**src/rtl/speicher_arbiter.sv**
```systemverilog
`default_nettype none
// ============================================================================
//  Module   : speicher_arbiter
//  Purpose  : Shares the single memory port between instruction fetch and
//             data load/store. Grants one access at a time (store > load >
//             fetch). Holds the access until SpeicherBereit is seen. Returns
//             a one-cycle completion pulse to the control unit. A watchdog
//             aborts accesses that never complete.
//  Ports    : Clock, Reset                 - clock, async active-high reset
//             LoadBefehlSignal/BefehlAdresse -> Befehl, BefehlGeladen
//             LoadDatenSignal/StoreDatenSignal/DatenAdresse/SchreibDaten
//                                           -> LeseDaten, DatenGeladen,
//                                              DatenGespeichert
//             SpeicherAdresse/SpeicherDaten/SpeicherLesen/SpeicherSchreiben
//                                           -> memory request side
//             SpeicherBereit/SpeicherLeseDaten <- memory response side
//             Zeitueberschreitung           - sticky watchdog error flag
//  Revision : 1.0 - initial release
// ============================================================================
module speicher_arbiter #(
    parameter int ADDR_WIDTH = 32,
    parameter int DATA_WIDTH = 32,
    parameter int TIMEOUT    = 255
) (
    input  logic                  Clock,
    input  logic                  Reset,
    input  logic                  LoadBefehlSignal,
    input  logic [ADDR_WIDTH-1:0] BefehlAdresse,
    output logic [DATA_WIDTH-1:0] Befehl,
    output logic                  BefehlGeladen,
    input  logic                  LoadDatenSignal,
    input  logic                  StoreDatenSignal,
    input  logic [ADDR_WIDTH-1:0] DatenAdresse,
    input  logic [DATA_WIDTH-1:0] SchreibDaten,
    output logic [DATA_WIDTH-1:0] LeseDaten,
    output logic                  DatenGeladen,
    output logic                  DatenGespeichert,
    output logic [ADDR_WIDTH-1:0] SpeicherAdresse,
    output logic [DATA_WIDTH-1:0] SpeicherDaten,
    output logic                  SpeicherLesen,
    output logic                  SpeicherSchreiben,
    input  logic                  SpeicherBereit,
    input  logic [DATA_WIDTH-1:0] SpeicherLeseDaten,
    output logic                  Zeitueberschreitung
);

    localparam int CNT_WIDTH = (TIMEOUT < 1) ? 1 : $clog2(TIMEOUT + 1);
    localparam logic [CNT_WIDTH-1:0] CNT_MAX = {CNT_WIDTH{1'b1}};
    // Abort happens at the edge that closes the TIMEOUT-th strobe cycle,
    // i.e. when the counter still shows TIMEOUT-1.
    localparam logic [CNT_WIDTH-1:0] CNT_LAST =
        (TIMEOUT < 1) ? {CNT_WIDTH{1'b0}} : CNT_WIDTH'(TIMEOUT - 1);
    localparam bit WATCHDOG_ON = (TIMEOUT != 0);

    typedef enum logic [2:0] {
        IDLE      = 3'd0,
        BEFEHL    = 3'd1,
        LESEN     = 3'd2,
        SCHREIBEN = 3'd3,
        ANTWORT   = 3'd4
    } state_t;

    state_t                state, state_nx;
    logic [CNT_WIDTH-1:0]  cnt, cnt_nx;
    logic [ADDR_WIDTH-1:0] adr_nx;
    logic [DATA_WIDTH-1:0] wdat_nx;
    logic                  lesen_nx, schreiben_nx;
    logic [DATA_WIDTH-1:0] befehl_nx, lese_nx;
    logic                  bg_nx, dg_nx, ds_nx;
    logic                  zeit_nx;

    logic armed_fetch, armed_load, armed_store;
    logic armed_fetch_nx, armed_load_nx, armed_store_nx;
    logic elig_fetch, elig_load, elig_store;

    // A completion pulse is high only during ANTWORT, so it identifies the
    // requester just served; that requester is excluded from the grant made
    // at the edge closing ANTWORT, since its flag clears on that same edge.
    assign elig_store = StoreDatenSignal && armed_store && !DatenGespeichert;
    assign elig_load  = LoadDatenSignal  && armed_load  && !DatenGeladen;
    assign elig_fetch = LoadBefehlSignal && armed_fetch && !BefehlGeladen;

    // A low request re-arms; otherwise completion disarms.
    assign armed_store_nx = !StoreDatenSignal || (armed_store && !DatenGespeichert);
    assign armed_load_nx  = !LoadDatenSignal  || (armed_load  && !DatenGeladen);
    assign armed_fetch_nx = !LoadBefehlSignal || (armed_fetch && !BefehlGeladen);

    always_ff @(posedge Clock or posedge Reset) begin
        if (Reset) begin
            state               <= IDLE;
            cnt                 <= '0;
            SpeicherAdresse     <= '0;
            SpeicherDaten       <= '0;
            SpeicherLesen       <= 1'b0;
            SpeicherSchreiben   <= 1'b0;
            Befehl              <= '0;
            LeseDaten           <= '0;
            BefehlGeladen       <= 1'b0;
            DatenGeladen        <= 1'b0;
            DatenGespeichert    <= 1'b0;
            Zeitueberschreitung <= 1'b0;
            armed_fetch         <= 1'b1;
            armed_load          <= 1'b1;
            armed_store         <= 1'b1;
        end else begin
            state               <= state_nx;
            cnt                 <= cnt_nx;
            SpeicherAdresse     <= adr_nx;
            SpeicherDaten       <= wdat_nx;
            SpeicherLesen       <= lesen_nx;
            SpeicherSchreiben   <= schreiben_nx;
            Befehl              <= befehl_nx;
            LeseDaten           <= lese_nx;
            BefehlGeladen       <= bg_nx;
            DatenGeladen        <= dg_nx;
            DatenGespeichert    <= ds_nx;
            Zeitueberschreitung <= zeit_nx;
            armed_fetch         <= armed_fetch_nx;
            armed_load          <= armed_load_nx;
            armed_store         <= armed_store_nx;
        end
    end

    always_comb begin
        state_nx     = state;
        cnt_nx       = cnt;
        adr_nx       = SpeicherAdresse;
        wdat_nx      = SpeicherDaten;
        lesen_nx     = SpeicherLesen;
        schreiben_nx = SpeicherSchreiben;
        befehl_nx    = Befehl;
        lese_nx      = LeseDaten;
        bg_nx        = 1'b0;
        dg_nx        = 1'b0;
        ds_nx        = 1'b0;
        zeit_nx      = Zeitueberschreitung;

        case (state)
            IDLE, ANTWORT: begin
                state_nx = IDLE;
                if (elig_store) begin
                    state_nx     = SCHREIBEN;
                    adr_nx       = DatenAdresse;
                    wdat_nx      = SchreibDaten;
                    schreiben_nx = 1'b1;
                    cnt_nx       = '0;
                end else if (elig_load) begin
                    state_nx = LESEN;
                    adr_nx   = DatenAdresse;
                    lesen_nx = 1'b1;
                    cnt_nx   = '0;
                end else if (elig_fetch) begin
                    state_nx = BEFEHL;
                    adr_nx   = BefehlAdresse;
                    lesen_nx = 1'b1;
                    cnt_nx   = '0;
                end
            end

            BEFEHL, LESEN, SCHREIBEN: begin
                if (SpeicherBereit || (WATCHDOG_ON && (cnt == CNT_LAST))) begin
                    state_nx     = ANTWORT;
                    lesen_nx     = 1'b0;
                    schreiben_nx = 1'b0;
                    // A real response wins over a watchdog abort in the
                    // same cycle; an abort returns all-ones on reads.
                    if (!SpeicherBereit) begin
                        zeit_nx = 1'b1;
                    end
                    case (state)
                        BEFEHL: begin
                            bg_nx     = 1'b1;
                            befehl_nx = SpeicherBereit ? SpeicherLeseDaten : '1;
                        end
                        LESEN: begin
                            dg_nx   = 1'b1;
                            lese_nx = SpeicherBereit ? SpeicherLeseDaten : '1;
                        end
                        default: begin
                            ds_nx = 1'b1;
                        end
                    endcase
                end else if (cnt != CNT_MAX) begin
                    cnt_nx = cnt + 1'b1;
                end
            end

            default: begin
                state_nx = IDLE;
            end
        endcase
    end

endmodule
`default_nettype wire
```
**config.mk**
```make
export PLATFORM = sky130hd
export DESIGN_NAME = speicher_arbiter
export DESIGN_NICKNAME = d
export VERILOG_FILES = /design/src/rtl/speicher_arbiter.sv
export SDC_FILE = /design/constraint.sdc
export NUM_CORES = 1
export LEC_CHECK = 0
export CAP_MARGIN = 30
export CORE_UTILIZATION = 42
export DETAILED_ROUTE_END_ITERATION = 10
export PLACE_DENSITY = 0.87
export SYNTH_ARGS = -nofsm -noshare
export SYNTH_HDL_FRONTEND = slang
export SYNTH_SLANG_ARGS = --single-unit
```
**constraint.sdc**
```tcl
create_clock -name Clock -period 6.4 [get_ports Clock]
set_input_delay 0.64 -clock Clock [delete_from_list [all_inputs] [get_ports Clock]]
set_output_delay 0.64 -clock Clock [all_outputs]
set_load 0.02 [all_outputs]
```
=== Word level (Yosys, flattened, before mapping) ===
Index checks and enable logic that the tools add are counted.

* Add/sub/neg operators: 1
* Eq/ne operators: 13
* Multiplexer cells: 31
* Bitwise logic cells: 1
* Reduce and logical (&&, ||, !) cells: 33

{| class="wikitable"
|+ Operators with widths
! operator !! number
|-
| $mux 32 || 4
|-
| $mux 8 || 5
|-
| $pmux 8 s2 || 1
|-
| $mux 1 || 15
|-
| $reduce_and 3->1 || 4
|-
| $ne 2x2->1 const B || 5
|-
| $logic_and 1x1->1 || 9
|-
| $add 8x1->8 const B || 1
|-
| $eq 8x8->1 const B || 1
|-
| $ne 8x8->1 const B || 1
|-
| $reduce_and 4->1 || 2
|-
| $eq 3x2->1 const B || 2
|-
| $logic_not 1->1 || 6
|-
| $pmux 3 s2 || 1
|-
| $logic_or 1x1->1 || 4
|-
| $mux 2 || 2
|-
| $ne 4x4->1 const B || 1
|-
| $pmux 1 s2 || 2
|-
| $reduce_and 2->1 || 2
|-
| $reduce_or 2->1 || 2
|-
| $eq 3x1->1 const B || 1
|-
| $eq 3x3->1 const B || 1
|-
| $logic_not 3->1 || 1
|-
| $mux 3 || 1
|-
| other kinds (5) || 5
|}

* Register bits after elaboration: 148
* Input bits: 134
* Output and inout bits: 134
* Logic and storage cells: 94

=== Longest topological paths before layout ===
* Depth after elaboration: 6
* Mapped depth: 7
* Mapped depth without buffers: 6

=== Worst setup path before layout ===
OpenSTA, ideal clock, no wires.

* Path kind: register -> register
* Start: register cnt[0]
* End: register cnt[6]
* Library setup time: 87 ps
* Arrival: 1,779 ps
* Required time: 6,313 ps
* Path slack: 4,534 ps
* Stages on the path, launching flop included: 7
* Buffers on the path: 0
* Clock period less this slack: 1,866 ps
* Cell sequence: dfrtp_1 inv_1 ha_1 o211a_1 a211o_1 or4_1 o211ai_1

* Word-level cells in the longest chain between the ends: 4
* Elaborated cells on any way between the ends: 10
* Classes of those cells: 1 x add/sub; 4 x eq/ne; 3 x mux; 2 x reduce/logical

{| class="wikitable"
|+ Ends and longest elaborated chain
! item !! line !! RTL
|-
| start: declaration || 64 || <nowiki>logic [CNT_WIDTH-1:0] cnt, cnt_nx;</nowiki>
|-
| start signal: assignment || 107 || <nowiki>cnt <= cnt_nx;</nowiki>
|-
| $add 8x1->8 / $eq 8x8->1 (equally long branches) || 184, 161 ||
|-
| $mux 8 / $logic_or 1x1->1 (equally long branches) || 183, 161 ||
|-
| $mux 8 / $ne 2x2->1 (equally long branches) || -- ||
|-
| $pmux 8 s2 / $reduce_and 4->1 (equally long branches) || -- ||
|}

Several ways; a longest one is shown, not always the timed one. The select of a mux whose other input is x is not followed.
A chain may end at the register's enable or synchronous reset.

=== Final worst setup path ===
* Start: input port StoreDatenSignal
* End: register SpeicherAdresse[6]

* Word-level cells in the longest chain between the ends: 4
* Elaborated cells on any way between the ends: 5
* Classes of those cells: 1 x mux; 4 x reduce/logical

{| class="wikitable"
|+ Ends and longest elaborated chain
! item !! line !! RTL
|-
| start: declaration || 32 || <nowiki>input logic StoreDatenSignal,</nowiki>
|-
| $logic_and 1x1->1 (*) (2 in a row) || 79 || <nowiki>assign elig_store = StoreDatenSignal && armed_store && !DatenGespeichert;</nowiki>
|-
| $reduce_bool 3->1 (no source line) || -- ||
|-
| $reduce_and 2->1 (no source line) || -- ||
|-
| end signal: assignment || 108 || <nowiki>SpeicherAdresse <= adr_nx;</nowiki>
|-
| end: declaration || 38 || <nowiki>output logic [ADDR_WIDTH-1:0] SpeicherAdresse,</nowiki>
|}

Every way passes the cells marked *; elsewhere a longest branch is shown, timed or not.

==> out/metrics.yaml <==
yosys.area_share.simple: 0.06492
min_period_ns: 2.189
die-width_um: 120.7
gp_congestion: 0.8430
grt_remaining_overflow: 0
placed_cells: 872
drive_gt1_frac: 0.1117
top_layer: "met4"
cp_cell_sequence: "clkdlybuf4s50_1, nand3b_1, nand2_2, mux2i_1, o21ai_0"
drv_slew: 0
synth_compound_area_frac: 0.1573
cp_slowest_cell: "nand2_2"
hold_depth: 1
yosys.area.top_type: "dfrtp_1"
slew_headroom: 0.3484
grt_setup_unrepaired: "no"
dp.final_hpwl_um: 11310
drtAntennaViolNets: 0
post-route-util: 0.6826
drt_pass1_iterations: 4
htree_num_levels: 4
num_rows: 43
io_pins: 268
track_usage: 0.2205
hold_buffers: 0
fillers: 905
drv_cap: 0
avgSynthCellArea_um2: 13.24
dr_wl_met3_um: 1526
r2r_slack_ns: 4.24
syn_to_final_growth_pct: 59.51
vias: 4623
clk_latency_ns: 0.42
grt_max_degree: 104
min_period_over_period: 0.3421
initial_core_util: 0.4279
synthCells: 447
grt_antenna_before_repair: 0
setup-tns-final_ns: 0
tightest_slew_ns: 0.9739
synthXorXnorAreaFrac: 0.002960
end_kind: "flop"
cts_buffers: 17
synth_edf_count: 0
run_status: "complete, no violations"
skew_ns: 0.007126
synth_area_leaders: "dfrtp_1 (61%), o22a_1 (9.5%), mux2_2 (6.1%)"
nets: 848
cts_sinks: 148
cp.required_ns: 6.69
cp.arrival_ns: 2.48
fp.dieH_um: 120.7
regToRegEndpoint: "cnt[6]"
final_hold_viol_count: 0
layout_commonest_cell: "clkdlybuf4s50_1"
yosysSeqAreaShare: 0.6266
fin_total_pwr_mw: 5.070
drtIter0Drc: 274
cellPowerDensity_mw_per_mm2: 537.2
r2r-start: "cnt[0]"
synthAdderAreaFrac: 0.004229
n_antenna_cell: 0
grt_pass1_vias: 4747
ys.flop_type: "dfrtp_1"
grt_pass1_wl_um: 24500
synthMuxAreaShare: 0.1150
whs_endpoint: "armed_store"
max_stage_delay_ns: 0.74
drc: 0
synthArstFlopShare: 1.000
ys_ff_latch: 148
yosysWarnings: 0
synth_top_family_by_area: "compound AO/OA/AOI/OAI gates"
post-cts-setup-buffers: 0
final_cells: 905
leakagePower_nw: 4.041
routed_via_density: 5.108
coreArea_mm2: 0.01383
wire_per_inst_um: 17.28
place.port_buffers: 267
drt-met1-wl_um: 6111
final_cell_mix: "clkdlybuf4s50_1 (267), dfrtp_1 (145), o22a_1 (64), nand2_1 (36), o21ai_0 (33)"
wl_met2_um: 7790
critPathLaunchType: "primary input"
die_area_mm2: 0.01457
path_class: "primary input to flop"
cp_max_fo: 33
irDropWorstVdd_mv: 0.3046
worstRegToRegCells: 6
cts_tree: "yes"
syn_area_mm2: 0.005917
routed_wl_um: 15640
clk_pin_slew_ns: 0.06
cts_resized: 0
synth_top_area_frac: 0.6132
hp-class: "flop to flop"
max_freq_mhz: 456.8
yosysUniqueCellTypes: 41
setup_viol: 0
cts_buffer_depth: 2
syn-num-nets: 583
hp-start: "DatenGespeichert"
clockRootBuffer: "clkbuf_16"
[critical path: cells and delay by family]
family | cells | cell delay (ns)
simple gates | 2 | 0.90
buf+inv | 1 | 0.49
mux | 1 | 0.31
compound gates | 1 | 0.11
[report_power, final]
part           internal, mW  leakage [nW]  total (mW)  switching, mW
clock network         0.679         0.307        1.07          0.393
registers              1.38          1.73        1.64          0.258
logic                  1.21          2.00        2.36           1.16
[flip-flops by register name, indices dropped and copies added (netlist names)]
register and count:
BefehlGeladen 1, state 3, armed_fetch 1, SpeicherAdresse 32
SpeicherSchreiben 1, Befehl 32, cnt 8, LeseDaten 32
DatenGespeichert 1, DatenGeladen 1, armed_load 1, Zeitueberschreitung 1
SpeicherDaten 32, SpeicherLesen 1, armed_store 1
[per-layer routing]
layer / global-route usage / up-vias
met3: 0.08726 / 18
met2: 0.3811 / 200
met4: 0.07176 / 0
li1: - / 2179
met1: 0.2479 / 2226
met5: 0 / -
[cell usage after synthesis, types with 2 or more instances]
cell      instances
a211o_1           3
clkbuf_1         12
a211oi_1          2
mux2_2           32
mux2i_1          32
nand3b_1          3
o22a_1           64
dfrtp_1         145
and3_1            3
and3b_1           4
o21ai_0          33
nor3_1            3
ha_1              2
dfstp_2           3
buf_2            14
nand3_1           9
a22o_1            2
xor2_1            2
o21ai_1           8
nor2_1            6
buf_6             3
inv_1             6
a21o_1            2
nand2_1          37
[final cells by class]
cell class | count | area (um2) | area share
well taps | 180 | 225.2 | 0.02386
multi-input cells | 264 | 2049 | 0.2172
clock inverters | 13 | 195.2 | 0.02068
inverters | 6 | 27.53 | 0.002917
clock buffers | 19 | 452.9 | 0.04799
flip-flops and latches | 148 | 3707 | 0.3928
repair buffers | 275 | 2780 | 0.2946
[through the flow]
step / setup WS [ns] / hold WS (ns) / cell area, um2
finish: 4.211 / 0.4585 / 9438
global route: 4.089 / 0.4993 / 9438
CTS: 3.872 / 0.4664 / 9423
detailed placement: 3.435 / 0.4674 / 8775
global placement: 3.428 / 0.4452 / 8720
floorplan: 1.785 / 0.4534 / 5917
[cells by family after synthesis]
| group | count (synthesis) |
|---|---|
| xor gates and xnor gates | 2 |
| muxes | 64 |
| buffers and inverters | 35 |
| AOI/OAI and AO/OA | 123 |
| DFF | 148 |
| and+or+nand+nor | 73 |
| adders and majority gates | 2 |
[worst max path at each step]
| stage | start | end | depth (start not counted) | slack (ns) |
|---|---|---|---|---|
| 2_1_floorplan | Reset | BefehlGeladen | 1 | 1.79 |
| 3_5_place_dp | LoadDatenSignal | SpeicherAdresse[27] | 5 | 3.44 |
| 5_1_grt | StoreDatenSignal | SpeicherAdresse[14] | 5 | 4.09 |
| 6_report | StoreDatenSignal | SpeicherAdresse[6] | 5 | 4.21 |
| 3_3_place_gp | SpeicherBereit | Befehl[10] | 3 | 3.43 |
| 4_1_cts | LoadDatenSignal | cnt[0] | 6 | 3.87 |
Note: power is estimated with default switching activity, not from simulation.
